<file path="src/rtl/mem_arbiter_pkg.sv">
// Shared definitions for the memory arbiter: state encoding and the
// memory read/write polarity also used by the CPU controller.
package mem_arbiter_pkg;

  typedef enum logic [2:0] {
    ST_CPU     = 3'd0,
    ST_DRAIN   = 3'd1,
    ST_GRANT   = 3'd2,
    ST_ACCESS  = 3'd3,
    ST_RESP    = 3'd4,
    ST_HOLDOFF = 3'd5
  } arb_state_e;

  localparam logic RW_READ  = 1'b1;
  localparam logic RW_WRITE = 1'b0;

  function automatic logic rw_from_we(input logic we);
    return we ? RW_WRITE : RW_READ;
  endfunction

endpackage

</file>
<file path="src/rtl/mem_arbiter_if.sv">
// Bus bundle between the arbiter, CPU controller, front-panel loader and memory.
interface mem_arbiter_if;

  logic       usr_pause;
  logic       cpu_paused;
  logic       cpu_pause;
  logic       cpu_en;
  logic       cpu_rw;
  logic [7:0] cpu_addr;
  logic [7:0] cpu_wdata;

  logic       ld_req;
  logic       ld_we;
  logic [7:0] ld_addr;
  logic [7:0] ld_wdata;
  logic       ld_ack;
  logic       ld_err;
  logic [7:0] ld_rdata;

  logic       mem_en;
  logic       mem_rw;
  logic [7:0] mem_addr;
  logic [7:0] mem_wdata;
  logic [7:0] mem_rdata;

  logic       owner;

  modport arb (
    input  usr_pause, cpu_paused, cpu_en, cpu_rw, cpu_addr, cpu_wdata,
    input  ld_req, ld_we, ld_addr, ld_wdata, mem_rdata,
    output cpu_pause, ld_ack, ld_err, ld_rdata,
    output mem_en, mem_rw, mem_addr, mem_wdata, owner
  );

  modport env (
    output usr_pause, cpu_paused, cpu_en, cpu_rw, cpu_addr, cpu_wdata,
    output ld_req, ld_we, ld_addr, ld_wdata, mem_rdata,
    input  cpu_pause, ld_ack, ld_err, ld_rdata,
    input  mem_en, mem_rw, mem_addr, mem_wdata, owner
  );

endinterface

</file>
<file path="src/rtl/mem_arbiter.sv">
// Steals the shared memory from the CPU at an instruction boundary to serve
// front-panel loader accesses one at a time, then hands the bus back.
//
// state   | meaning
// CPU     | CPU owns memory, waiting for a loader request
// DRAIN   | pause requested, memory still follows CPU until cpu_paused
// GRANT   | loader owns the idle bus, waiting for / latching a request
// ACCESS  | single memory cycle driven from the latched request
// RESP    | read data captured and acknowledged
// HOLDOFF | bus returned, CPU guaranteed MIN_CPU cycles before next steal
module mem_arbiter
  import mem_arbiter_pkg::*;
#(
  parameter int TIMEOUT = 64,
  parameter int MIN_CPU = 8
) (
  input  logic       clk,
  input  logic       rst,
  mem_arbiter_if.arb bus
);

  localparam int WAIT_W = (TIMEOUT > 1) ? $clog2(TIMEOUT) : 1;
  localparam int HOLD_W = (MIN_CPU > 1) ? $clog2(MIN_CPU) : 1;
  localparam logic [WAIT_W-1:0] WAIT_LAST = WAIT_W'(TIMEOUT - 1);
  localparam logic [HOLD_W-1:0] HOLD_LOAD = HOLD_W'(MIN_CPU - 1);

  arb_state_e        state_q, state_d;
  logic [WAIT_W-1:0] wait_cnt_q, wait_cnt_d;
  logic [HOLD_W-1:0] hold_cnt_q, hold_cnt_d;
  logic              lat_we_q, lat_we_d;
  logic [7:0]        lat_addr_q, lat_addr_d;
  logic [7:0]        lat_wdata_q, lat_wdata_d;
  logic              ack_q, ack_d;
  logic              err_q, err_d;
  logic [7:0]        rdata_q, rdata_d;

  logic              cpu_pause_c;
  logic              owner_c;
  logic              mem_en_c;
  logic              mem_rw_c;
  logic [7:0]        mem_addr_c;
  logic [7:0]        mem_wdata_c;

  always_ff @(posedge clk or negedge rst) begin
    if (!rst) begin
      state_q     <= ST_CPU;
      wait_cnt_q  <= '0;
      hold_cnt_q  <= '0;
      lat_we_q    <= 1'b0;
      lat_addr_q  <= '0;
      lat_wdata_q <= '0;
      ack_q       <= 1'b0;
      err_q       <= 1'b0;
      rdata_q     <= '0;
    end else begin
      state_q     <= state_d;
      wait_cnt_q  <= wait_cnt_d;
      hold_cnt_q  <= hold_cnt_d;
      lat_we_q    <= lat_we_d;
      lat_addr_q  <= lat_addr_d;
      lat_wdata_q <= lat_wdata_d;
      ack_q       <= ack_d;
      err_q       <= err_d;
      rdata_q     <= rdata_d;
    end
  end

  always_comb begin
    state_d     = state_q;
    wait_cnt_d  = wait_cnt_q;
    hold_cnt_d  = hold_cnt_q;
    lat_we_d    = lat_we_q;
    lat_addr_d  = lat_addr_q;
    lat_wdata_d = lat_wdata_q;
    ack_d       = 1'b0;
    err_d       = 1'b0;
    rdata_d     = rdata_q;

    cpu_pause_c = bus.usr_pause;
    owner_c     = 1'b0;
    mem_en_c    = bus.cpu_en;
    mem_rw_c    = bus.cpu_rw;
    mem_addr_c  = bus.cpu_addr;
    mem_wdata_c = bus.cpu_wdata;

    unique case (state_q)
      ST_CPU: begin
        if (bus.ld_req && (hold_cnt_q == '0)) begin
          state_d    = ST_DRAIN;
          wait_cnt_d = '0;
        end
      end

      ST_DRAIN: begin
        cpu_pause_c = 1'b1;
        // An acknowledge arriving on the last wait cycle still wins over the timeout.
        if (bus.cpu_paused) begin
          state_d = ST_GRANT;
        end else if (wait_cnt_q == WAIT_LAST) begin
          err_d      = 1'b1;
          state_d    = ST_HOLDOFF;
          hold_cnt_d = HOLD_LOAD;
        end else if (wait_cnt_q != '1) begin
          wait_cnt_d = wait_cnt_q + 1'b1;
        end
      end

      ST_GRANT: begin
        cpu_pause_c = 1'b1;
        owner_c     = 1'b1;
        mem_en_c    = 1'b0;
        mem_rw_c    = RW_READ;
        mem_addr_c  = '0;
        mem_wdata_c = '0;
        if (bus.ld_req) begin
          lat_we_d    = bus.ld_we;
          lat_addr_d  = bus.ld_addr;
          lat_wdata_d = bus.ld_wdata;
          state_d     = ST_ACCESS;
        end else begin
          state_d    = ST_HOLDOFF;
          hold_cnt_d = HOLD_LOAD;
        end
      end

      ST_ACCESS: begin
        cpu_pause_c = 1'b1;
        owner_c     = 1'b1;
        mem_en_c    = 1'b1;
        mem_rw_c    = rw_from_we(lat_we_q);
        mem_addr_c  = lat_addr_q;
        mem_wdata_c = lat_wdata_q;
        if (lat_we_q) begin
          ack_d   = 1'b1;
          state_d = ST_GRANT;
        end else begin
          state_d = ST_RESP;
        end
      end

      ST_RESP: begin
        cpu_pause_c = 1'b1;
        owner_c     = 1'b1;
        mem_en_c    = 1'b0;
        mem_rw_c    = RW_READ;
        mem_addr_c  = '0;
        mem_wdata_c = '0;
        rdata_d     = bus.mem_rdata;
        ack_d       = 1'b1;
        state_d     = ST_GRANT;
      end

      ST_HOLDOFF: begin
        if (hold_cnt_q == '0) begin
          state_d = ST_CPU;
        end else begin
          hold_cnt_d = hold_cnt_q - 1'b1;
        end
      end

      default: begin
        state_d = ST_CPU;
      end
    endcase
  end

  assign bus.cpu_pause = cpu_pause_c;
  assign bus.owner     = owner_c;
  assign bus.mem_en    = mem_en_c;
  assign bus.mem_rw    = mem_rw_c;
  assign bus.mem_addr  = mem_addr_c;
  assign bus.mem_wdata = mem_wdata_c;
  assign bus.ld_ack    = ack_q;
  assign bus.ld_err    = err_q;
  assign bus.ld_rdata  = rdata_q;

endmodule

</file>
<file path="src/flat_wrapper.sv">
// flat-port wrapper written by rule: the top's interface ports become plain ports
module mem_arbiter_flat import mem_arbiter_pkg::*;
#(
  parameter int TIMEOUT = 64,
  parameter int MIN_CPU = 8
)
  (clk, rst, bus_usr_pause, bus_cpu_paused, bus_cpu_en, bus_cpu_rw, bus_cpu_addr, bus_cpu_wdata, bus_ld_req, bus_ld_we, bus_ld_addr, bus_ld_wdata, bus_mem_rdata, bus_cpu_pause, bus_ld_ack, bus_ld_err, bus_ld_rdata, bus_mem_en, bus_mem_rw, bus_mem_addr, bus_mem_wdata, bus_owner);
  mem_arbiter_if bus_i ();
  input  logic clk;
  input  logic rst;
  input wire logic [$bits(bus_i.usr_pause)-1:0] bus_usr_pause;
  input wire logic [$bits(bus_i.cpu_paused)-1:0] bus_cpu_paused;
  input wire logic [$bits(bus_i.cpu_en)-1:0] bus_cpu_en;
  input wire logic [$bits(bus_i.cpu_rw)-1:0] bus_cpu_rw;
  input wire logic [$bits(bus_i.cpu_addr)-1:0] bus_cpu_addr;
  input wire logic [$bits(bus_i.cpu_wdata)-1:0] bus_cpu_wdata;
  input wire logic [$bits(bus_i.ld_req)-1:0] bus_ld_req;
  input wire logic [$bits(bus_i.ld_we)-1:0] bus_ld_we;
  input wire logic [$bits(bus_i.ld_addr)-1:0] bus_ld_addr;
  input wire logic [$bits(bus_i.ld_wdata)-1:0] bus_ld_wdata;
  input wire logic [$bits(bus_i.mem_rdata)-1:0] bus_mem_rdata;
  output wire logic [$bits(bus_i.cpu_pause)-1:0] bus_cpu_pause;
  output wire logic [$bits(bus_i.ld_ack)-1:0] bus_ld_ack;
  output wire logic [$bits(bus_i.ld_err)-1:0] bus_ld_err;
  output wire logic [$bits(bus_i.ld_rdata)-1:0] bus_ld_rdata;
  output wire logic [$bits(bus_i.mem_en)-1:0] bus_mem_en;
  output wire logic [$bits(bus_i.mem_rw)-1:0] bus_mem_rw;
  output wire logic [$bits(bus_i.mem_addr)-1:0] bus_mem_addr;
  output wire logic [$bits(bus_i.mem_wdata)-1:0] bus_mem_wdata;
  output wire logic [$bits(bus_i.owner)-1:0] bus_owner;
  assign bus_i.usr_pause = bus_usr_pause;
  assign bus_i.cpu_paused = bus_cpu_paused;
  assign bus_i.cpu_en = bus_cpu_en;
  assign bus_i.cpu_rw = bus_cpu_rw;
  assign bus_i.cpu_addr = bus_cpu_addr;
  assign bus_i.cpu_wdata = bus_cpu_wdata;
  assign bus_i.ld_req = bus_ld_req;
  assign bus_i.ld_we = bus_ld_we;
  assign bus_i.ld_addr = bus_ld_addr;
  assign bus_i.ld_wdata = bus_ld_wdata;
  assign bus_i.mem_rdata = bus_mem_rdata;
  assign bus_cpu_pause = bus_i.cpu_pause;
  assign bus_ld_ack = bus_i.ld_ack;
  assign bus_ld_err = bus_i.ld_err;
  assign bus_ld_rdata = bus_i.ld_rdata;
  assign bus_mem_en = bus_i.mem_en;
  assign bus_mem_rw = bus_i.mem_rw;
  assign bus_mem_addr = bus_i.mem_addr;
  assign bus_mem_wdata = bus_i.mem_wdata;
  assign bus_owner = bus_i.owner;
  mem_arbiter #(.TIMEOUT(TIMEOUT), .MIN_CPU(MIN_CPU)) u_core (.clk(clk), .rst(rst), .bus(bus_i));
endmodule
</file>
<file path="config.mk">
export PLATFORM = sky130hd
export DESIGN_NAME = mem_arbiter_flat
export DESIGN_NICKNAME = d
export VERILOG_FILES = /design/src/rtl/mem_arbiter_pkg.sv /design/src/rtl/mem_arbiter_if.sv /design/src/rtl/mem_arbiter.sv /design/src/flat_wrapper.sv
export SDC_FILE = /design/constraint.sdc
export NUM_CORES = 1
export LEC_CHECK = 0
export CAP_MARGIN = 25
export CELL_PAD_IN_SITES_DETAIL_PLACEMENT = 0
export CELL_PAD_IN_SITES_GLOBAL_PLACEMENT = 2
export CORE_MARGIN = 2
export CORE_UTILIZATION = 28
export DETAILED_ROUTE_END_ITERATION = 10
export GPL_TIMING_DRIVEN = 0
export PLACE_DENSITY_LB_ADDON = 0.1
export SYNTH_ARGS = -nofsm -noshare
export SYNTH_HDL_FRONTEND = slang
export SYNTH_SLANG_ARGS = --single-unit
</file>
<file path="constraint.sdc">
create_clock -name clk -period 4.4 [get_ports clk]
set_clock_uncertainty 0.2 [all_clocks]
set_input_delay 1.1 -clock clk [delete_from_list [all_inputs] [get_ports clk]]
set_output_delay 1.1 -clock clk [all_outputs]
set_load 0.02 [all_outputs]
</file>
======== Yosys cells after proc, flatten, opt, wreduce, memory -nomap -nowiden ========
Cells that the tools add are included.
W data, S select, Z words.
storage, ports and cells
  flip-flop bits (word level) ............. 39
  output and inout bits ................... 30
operators by class
  reductions and logical operators ........ 12
  mux-type cells .......................... 29
  equal/unequal tests ..................... 16
  add/subtract/negate cells ............... 2
operators by type and width
  cell                   count
  $pmux W8 S2            2
  $mux W3                10
  $mux W6                4
  $pmux W3 S6            1
  $pmux W6 S2            1
  $reduce_and A5 Y1      2
  $pmux W3 S3            1
  $ne A2 B1 Y1 const B   4
  $ne A2 B2 Y1 const B   4
  $mux W1                7
  $add A6 B1 Y6 const B  1
  $eq A3 B2 Y1 const B   2
  $eq A3 B3 Y1 const B   2
  $eq A6 B6 Y1 const B   1
  $logic_not A3 Y1       2
  $ne A6 B6 Y1 const B   1
  $pmux W1 S2            3
  $reduce_or A4 Y1       1
  $eq A3 B1 Y1 const B   1
  $ne A3 B2 Y1 const B   1
  $reduce_and A3 Y1      1
  $reduce_bool A3 Y1     1
  $reduce_or A3 Y1       1
  $sub A3 B1 Y3 const B  1
  4 further kinds        4

======== Longest topological paths before layout ========
  depth after elaboration ................. 5
  depth in mapped cells ................... 6

======== Worst setup path before layout ========
No wires, ideal clock.
  kind .................................... input to output
  from .................................... in bus_cpu_rw
  to ...................................... out bus_mem_rw
  data required time ...................... 3.100 ns
  arrival ................................. 1.529 ns
  stages on the path ...................... 2
  path slack .............................. 1.571 ns
  path buffers ............................ 0
  cells stage by stage .................... o21ai_0 > a21oi_1
between the ends
  word-level cells in the longest chain between the ends .. 1
RTL lines
  what                RTL line            text
  start: declaration  flat_wrapper.sv:14  input wire logic [$bits(bus_i.cpu_rw)-1:0] bus_cpu_rw;
  $pmux W1 S2         mem_arbiter.sv:86   unique case (state_q)
  end: declaration    flat_wrapper.sv:27  output wire logic [$bits(bus_i.mem_rw)-1:0] bus_mem_rw;
Every way passes these cells.

======== Worst setup path in the final report ========
  from .................................... reg u_core.state_q[2]
  to ...................................... out bus_mem_addr[5]
between the ends
  word-level cells in the longest chain between the ends .. 3
  elaborated cells between the ends (all ways) .. 5
  those cells by class .................... eq/ne (3); mux (1); reduce/logical (1)
RTL lines
  what                                          RTL line            text
  start: declaration                            mem_arbiter.sv:27   arb_state_e state_q, state_d;
  start signal: assignment                      mem_arbiter.sv:56   state_q <= state_d;
  $eq A3 B3 Y1 or $eq A3 B2 Y1 (tied branches)  mem_arbiter.sv:86
  $reduce_or A2 Y1 (no line)                    -
  $pmux W8 S2 (*)                               mem_arbiter.sv:86
  end: declaration                              flat_wrapper.sv:28  output wire logic [$bits(bus_i.mem_addr)-1:0] bus_mem_addr;
Every way passes the cells marked *; elsewhere a longest branch is shown, timed or not.

==> results.txt <==
- The max-slew violation count was 0.
- After detailed routing, the total wire length is 4.89 mm.
- Max stage delay cell, worst path: sky130_fd_sc_hd__clkdlybuf4s50_1
* Slew margin rel.: 40.7%
* Worst Reg-to-Reg Cells: 4
* Count of nets left with antenna violations after detail routing: 0
- Buffers placed on the I/O ports in this run total 77.
- Number of synthesized register bits: 39
* Post-synthesis cell area: roughly 2000 um^2
- Clock network fraction of total power: 12.9%
- Number of warning messages in the yosys log: 0
- Dividing the final minimum period by the clock period gives 86.4%.
- The run finished with clean final reports.
- In this run the worst hold path is classified as register to register.
- Summing the areas of all xor and xnor instances in the mapped netlist gives 0.884% of the synthesized area.
- Most common cell on crit path: sky130_fd_sc_hd__buf_2
- Worst Hold Depth: 1
* Cts bufs inserted: 5
* Std-Cell Core Area: 6830 um^2
* Reg2reg setup slack: about 2.2 ns
* Clock transition at the register clock pins on the worst setup and hold paths after CTS: 0.07 ns
- Largest net degree at the start of global routing: 34
- Global routing consumed, over all layers together, 13.0% of the routing resources.
- For the worst setup path, the data required time is 3.10 ns.
- The most common cell in the synthesized netlist is sky130_fd_sc_hd__dfrtp_1.
- Multiplexer cells account for 15.2% of the synthesized area.
* RR Endpoint: u_core.hold_cnt_q[2]$_DFFE_PN0P_
- Sequential fraction of design power: 33.8%
- Worst Path Arrival: around 2.5 ns
* Post-synthesis cell count: approximately 170
- Maximum count of clock buffers along a single path: 2
- The floorplan step defined a die boundary enclosing slightly below 8000 um^2.
* Area fraction in compound gates after synthesis: 16.4%
* Average cell area after synthesis: 11.4 um^2
* Max-cap violations: 0
* Layout overhead on the synthesized area: 49.8%
- In the final design database the tool counted 310 nets.
* Detailed placer's ending HPWL: 3.69 mm
- Post-placement cell count: 348
* WS Path Type: register to primary output
- Routed WL per cell: between 10 and 15 um
* Critical path launch point type: register
- Derived from the worst setup path, the maximum achievable clock frequency is 0.263 GHz.
- CTS saw 39 sinks.
- Traced cell by cell, the critical path runs through buf_6, nor3b_1, buf_2, nor2_2, buf_2, a22o_1, clkdlybuf4s50_1.
* Adder-cell share of the synthesized area: 1.89%
* Internal power of the cells: about 1.1 mW
- Sw Pwr: between 0.6 and 0.7 mW
- Measured along the x axis, the die boundary spans 88.1 um.
- Of all flip-flops after synthesis, the portion carrying an async set or reset was 100%.
* Final standard cell utilization of the core: 43.5%
- The clock tree synthesis step divided the H-tree into 2 levels.
- Non-Filler Instances: around 360
* Post-synth top cells: 39 x sky130_fd_sc_hd__dfrtp_1, 25 x sky130_fd_sc_hd__mux2_2, 17 x sky130_fd_sc_hd__a22o_1
- Maximum fanout along the worst path: 10
- The final hold violation count came to 0.
- Start point of the critical path: u_core.state_q[2]$_DFFE_PN0P_
* Worst IR drop on VDD: roughly 180 uV
- At the pin with the least slew margin, the transition time is a little under 0.9 ns.
- Number of global-route vias before repair: approximately 1600
* Power per unit of standard cell area: 607 nW/um^2
- Main combinational cell family by area after synthesis: compound AO/OA/AOI/OAI gates
* Sequential element share of the synthesized area: 49.2%
* Congestion Overflow GR: 0
* Wire length of the first global-routing pass: 7.67 mm
- The worst setup path is captured at a primary output.
* Number of nets produced by synthesis: 225
- Measured along the y axis, the die boundary spans 88.1 um.
- Once placement finished, the instance area stood at approximately 2900 um^2.
- The initial utilization of the core area, before any placement, comes to 29.0%.
* Routability cong.: 0.805
- In the synthesized netlist the dominant register cell turns out to be sky130_fd_sc_hd__dfrtp_1.
- Setup total negative slack on the finished layout was measured at 0 ns.
- After clock tree synthesis, the flow added hold-fix buffers numbering 0.
* Antenna diodes: 0
* Main area contributors after synthesis: sky130_fd_sc_hd__dfrtp_1 49%, sky130_fd_sc_hd__mux2_2 14%, sky130_fd_sc_hd__a22o_1 7.5%, sky130_fd_sc_hd__inv_1 2.1%, sky130_fd_sc_hd__ha_1 1.9%
- Number of distinct library cell variants in the gate-level netlist after synthesis: 40
- For this run, design rule violations remaining after detail routing come to 0.
- I/O pin cnt: 78
* Clock tree from TritonCTS: yes
- Count of endpoints failing setup in the final report: 0
- In this run the critical register-to-register path is launched from u_core.state_q[1]$_DFFE_PN0P_.
- Fraction of final layout cells sized beyond drive strength 1: ~18%
- Row Count: 30
- In this run, post-CTS repair resized a total of 0 instances.
- Setup repair after global routing left no endpoint under its margin.
- In this design, the stage delay of the slowest critical-path cell is ~0.6 ns.
- After the first detailed-routing iteration, the DRC count stood at 50.
- Net switching is between 30% and 40% of the power.
- Mean number of vias per cell: roughly 4.5
- Tightest hold margin: 0.292 ns
- Library cell used as clock root buffer: sky130_fd_sc_hd__clkbuf_8
* Clock latency on the worst-skew pair: 0.28 ns
- Number of antenna violations at the first check in global routing: 0
- The detailed router placed 1602 vias in this run.
- CP endpoint: bus_mem_addr[5]
- Top-area cell type share of the netlist area: between 40% and 50%
* Detailed-routing iteration count for the pre-antenna-repair pass: 4
- After clock tree synthesis, the setup repair step added 0 buffers.
- The finished cells cover 2970 um^2.
- Final worst path period need: approximately 3.8 ns
- Leak: approximately 1.2 nW
* Combinational share of power: a little over half
- sky130_fd_sc_hd__dfrtp_1 takes more of the synthesized area than any other cell.
* Post-synthesis simple-gate area fraction: 11.2%
- The synthesized design contains 0 enable-type register cells.
-- critical path, delay by kind of cell, from the launching register on --
family	cells	cell delay, ns
and+or+nand+nor	2	0.46
DFF	1	0.38
buffers and inverters	4	1.22
AOI/OAI and AO/OA	1	0.16
-- through the flow --
step	power, mW	setup WS, ns
2_1_floorplan	1.20	1.57
3_3_place_gp	1.58	0.679
3_5_place_dp	1.59	0.661
4_1_cts	1.83	0.524
5_1_grt	1.94	0.450
6_report	1.80	0.597
-- routing by layer --
| metal | vias to the layer above | share of wire (%) | global-route usage [%] |
|---|---|---|---|
| met5 | - | 0 | 0 |
| met4 | 0 | 0.82 | 4.13 |
| met3 | 5 | 6.3 | 3.39 |
| met2 | 49 | 46 | 21.3 |
| met1 | 745 | 47 | 16.7 |
| li1 | 803 | - | - |
-- final cells by class --
class	count	area, um^2
Clock inverter	1	5.00
Clock buffer	7	76.3
Tap cell	96	120
Sequential cell	39	976
Buffer	10	60.1
Fill cell	692	3860
Multi-Input combinational cell	114	905
Timing Repair Buffer	78	786
Inverter	11	41.3
-- how the worst min path moves through the flow --
| stage | from | end | slack [ns] |
|---|---|---|---|
| final | u_core.hold_cnt_q[1]$_DFFE_PN0P_ | u_core.hold_cnt_q[1]$_DFFE_PN0P_ | 0.29 |
| after global routing | u_core.hold_cnt_q[1]$_DFFE_PN0P_ | u_core.hold_cnt_q[1]$_DFFE_PN0P_ | 0.31 |
| after CTS | u_core.hold_cnt_q[1]$_DFFE_PN0P_ | u_core.hold_cnt_q[1]$_DFFE_PN0P_ | 0.30 |
| after detailed placement | u_core.hold_cnt_q[1]$_DFFE_PN0P_ | u_core.hold_cnt_q[1]$_DFFE_PN0P_ | 0.28 |
| after global placement | u_core.hold_cnt_q[1]$_DFFE_PN0P_ | u_core.hold_cnt_q[1]$_DFFE_PN0P_ | 0.28 |
| after floorplan | u_core.hold_cnt_q[1]$_DFFE_PN0P_ | u_core.hold_cnt_q[1]$_DFFE_PN0P_ | 0.26 |
-- cells by family (layout without fill, tap and decap cells) --
group,Yosys count,after routing
compound gates,43,43
flops,39,39
simple gates,39,39
mux,27,27
buf+inv,21,107
fa+ha+maj,3,3
xor+xnor,2,2
-- power by group through the flow --
stage,clock network (mW),registers (mW),logic [mW]
after CTS,0.246,0.611,0.975
after floorplan,0,0.646,0.553
final,0.233,0.609,0.959
after global placement,0,0.617,0.967
after detailed placement,0,0.619,0.973
after global routing,0.264,0.634,1.04
-- state kept, by name (all words and copies together), names as in the netlist --
signal / flops
u_core.bus.ld_rdata: 8
u_core.lat_addr_q: 8
u_core.lat_wdata_q: 8
u_core.wait_cnt_q: 6
u_core.hold_cnt_q: 3
u_core.state_q: 3
u_core.bus.ld_ack: 1
u_core.bus.ld_err: 1
u_core.lat_we_q: 1
-- cell usage in the layout, fill, tap and decap left out, types with 3 or more instances in the layout --
cell type	n
sky130_fd_sc_hd__clkbuf_8	5
sky130_fd_sc_hd__clkdlybuf4s50_1	76
sky130_fd_sc_hd__mux2_2	25
sky130_fd_sc_hd__buf_2	7
sky130_fd_sc_hd__a21o_1	3
sky130_fd_sc_hd__inv_1	11
sky130_fd_sc_hd__nor2_1	5
sky130_fd_sc_hd__nand2_1	9
sky130_fd_sc_hd__o21ai_0	5
sky130_fd_sc_hd__nor3_1	3
sky130_fd_sc_hd__a21oi_1	5
sky130_fd_sc_hd__a31oi_1	4
sky130_fd_sc_hd__ha_1	3
sky130_fd_sc_hd__nor2b_1	3
sky130_fd_sc_hd__nand3_1	4
sky130_fd_sc_hd__dfrtp_1	39
sky130_fd_sc_hd__a22o_1	17
sky130_fd_sc_hd__clkbuf_1	3
(Power assumes the default switching activity.)
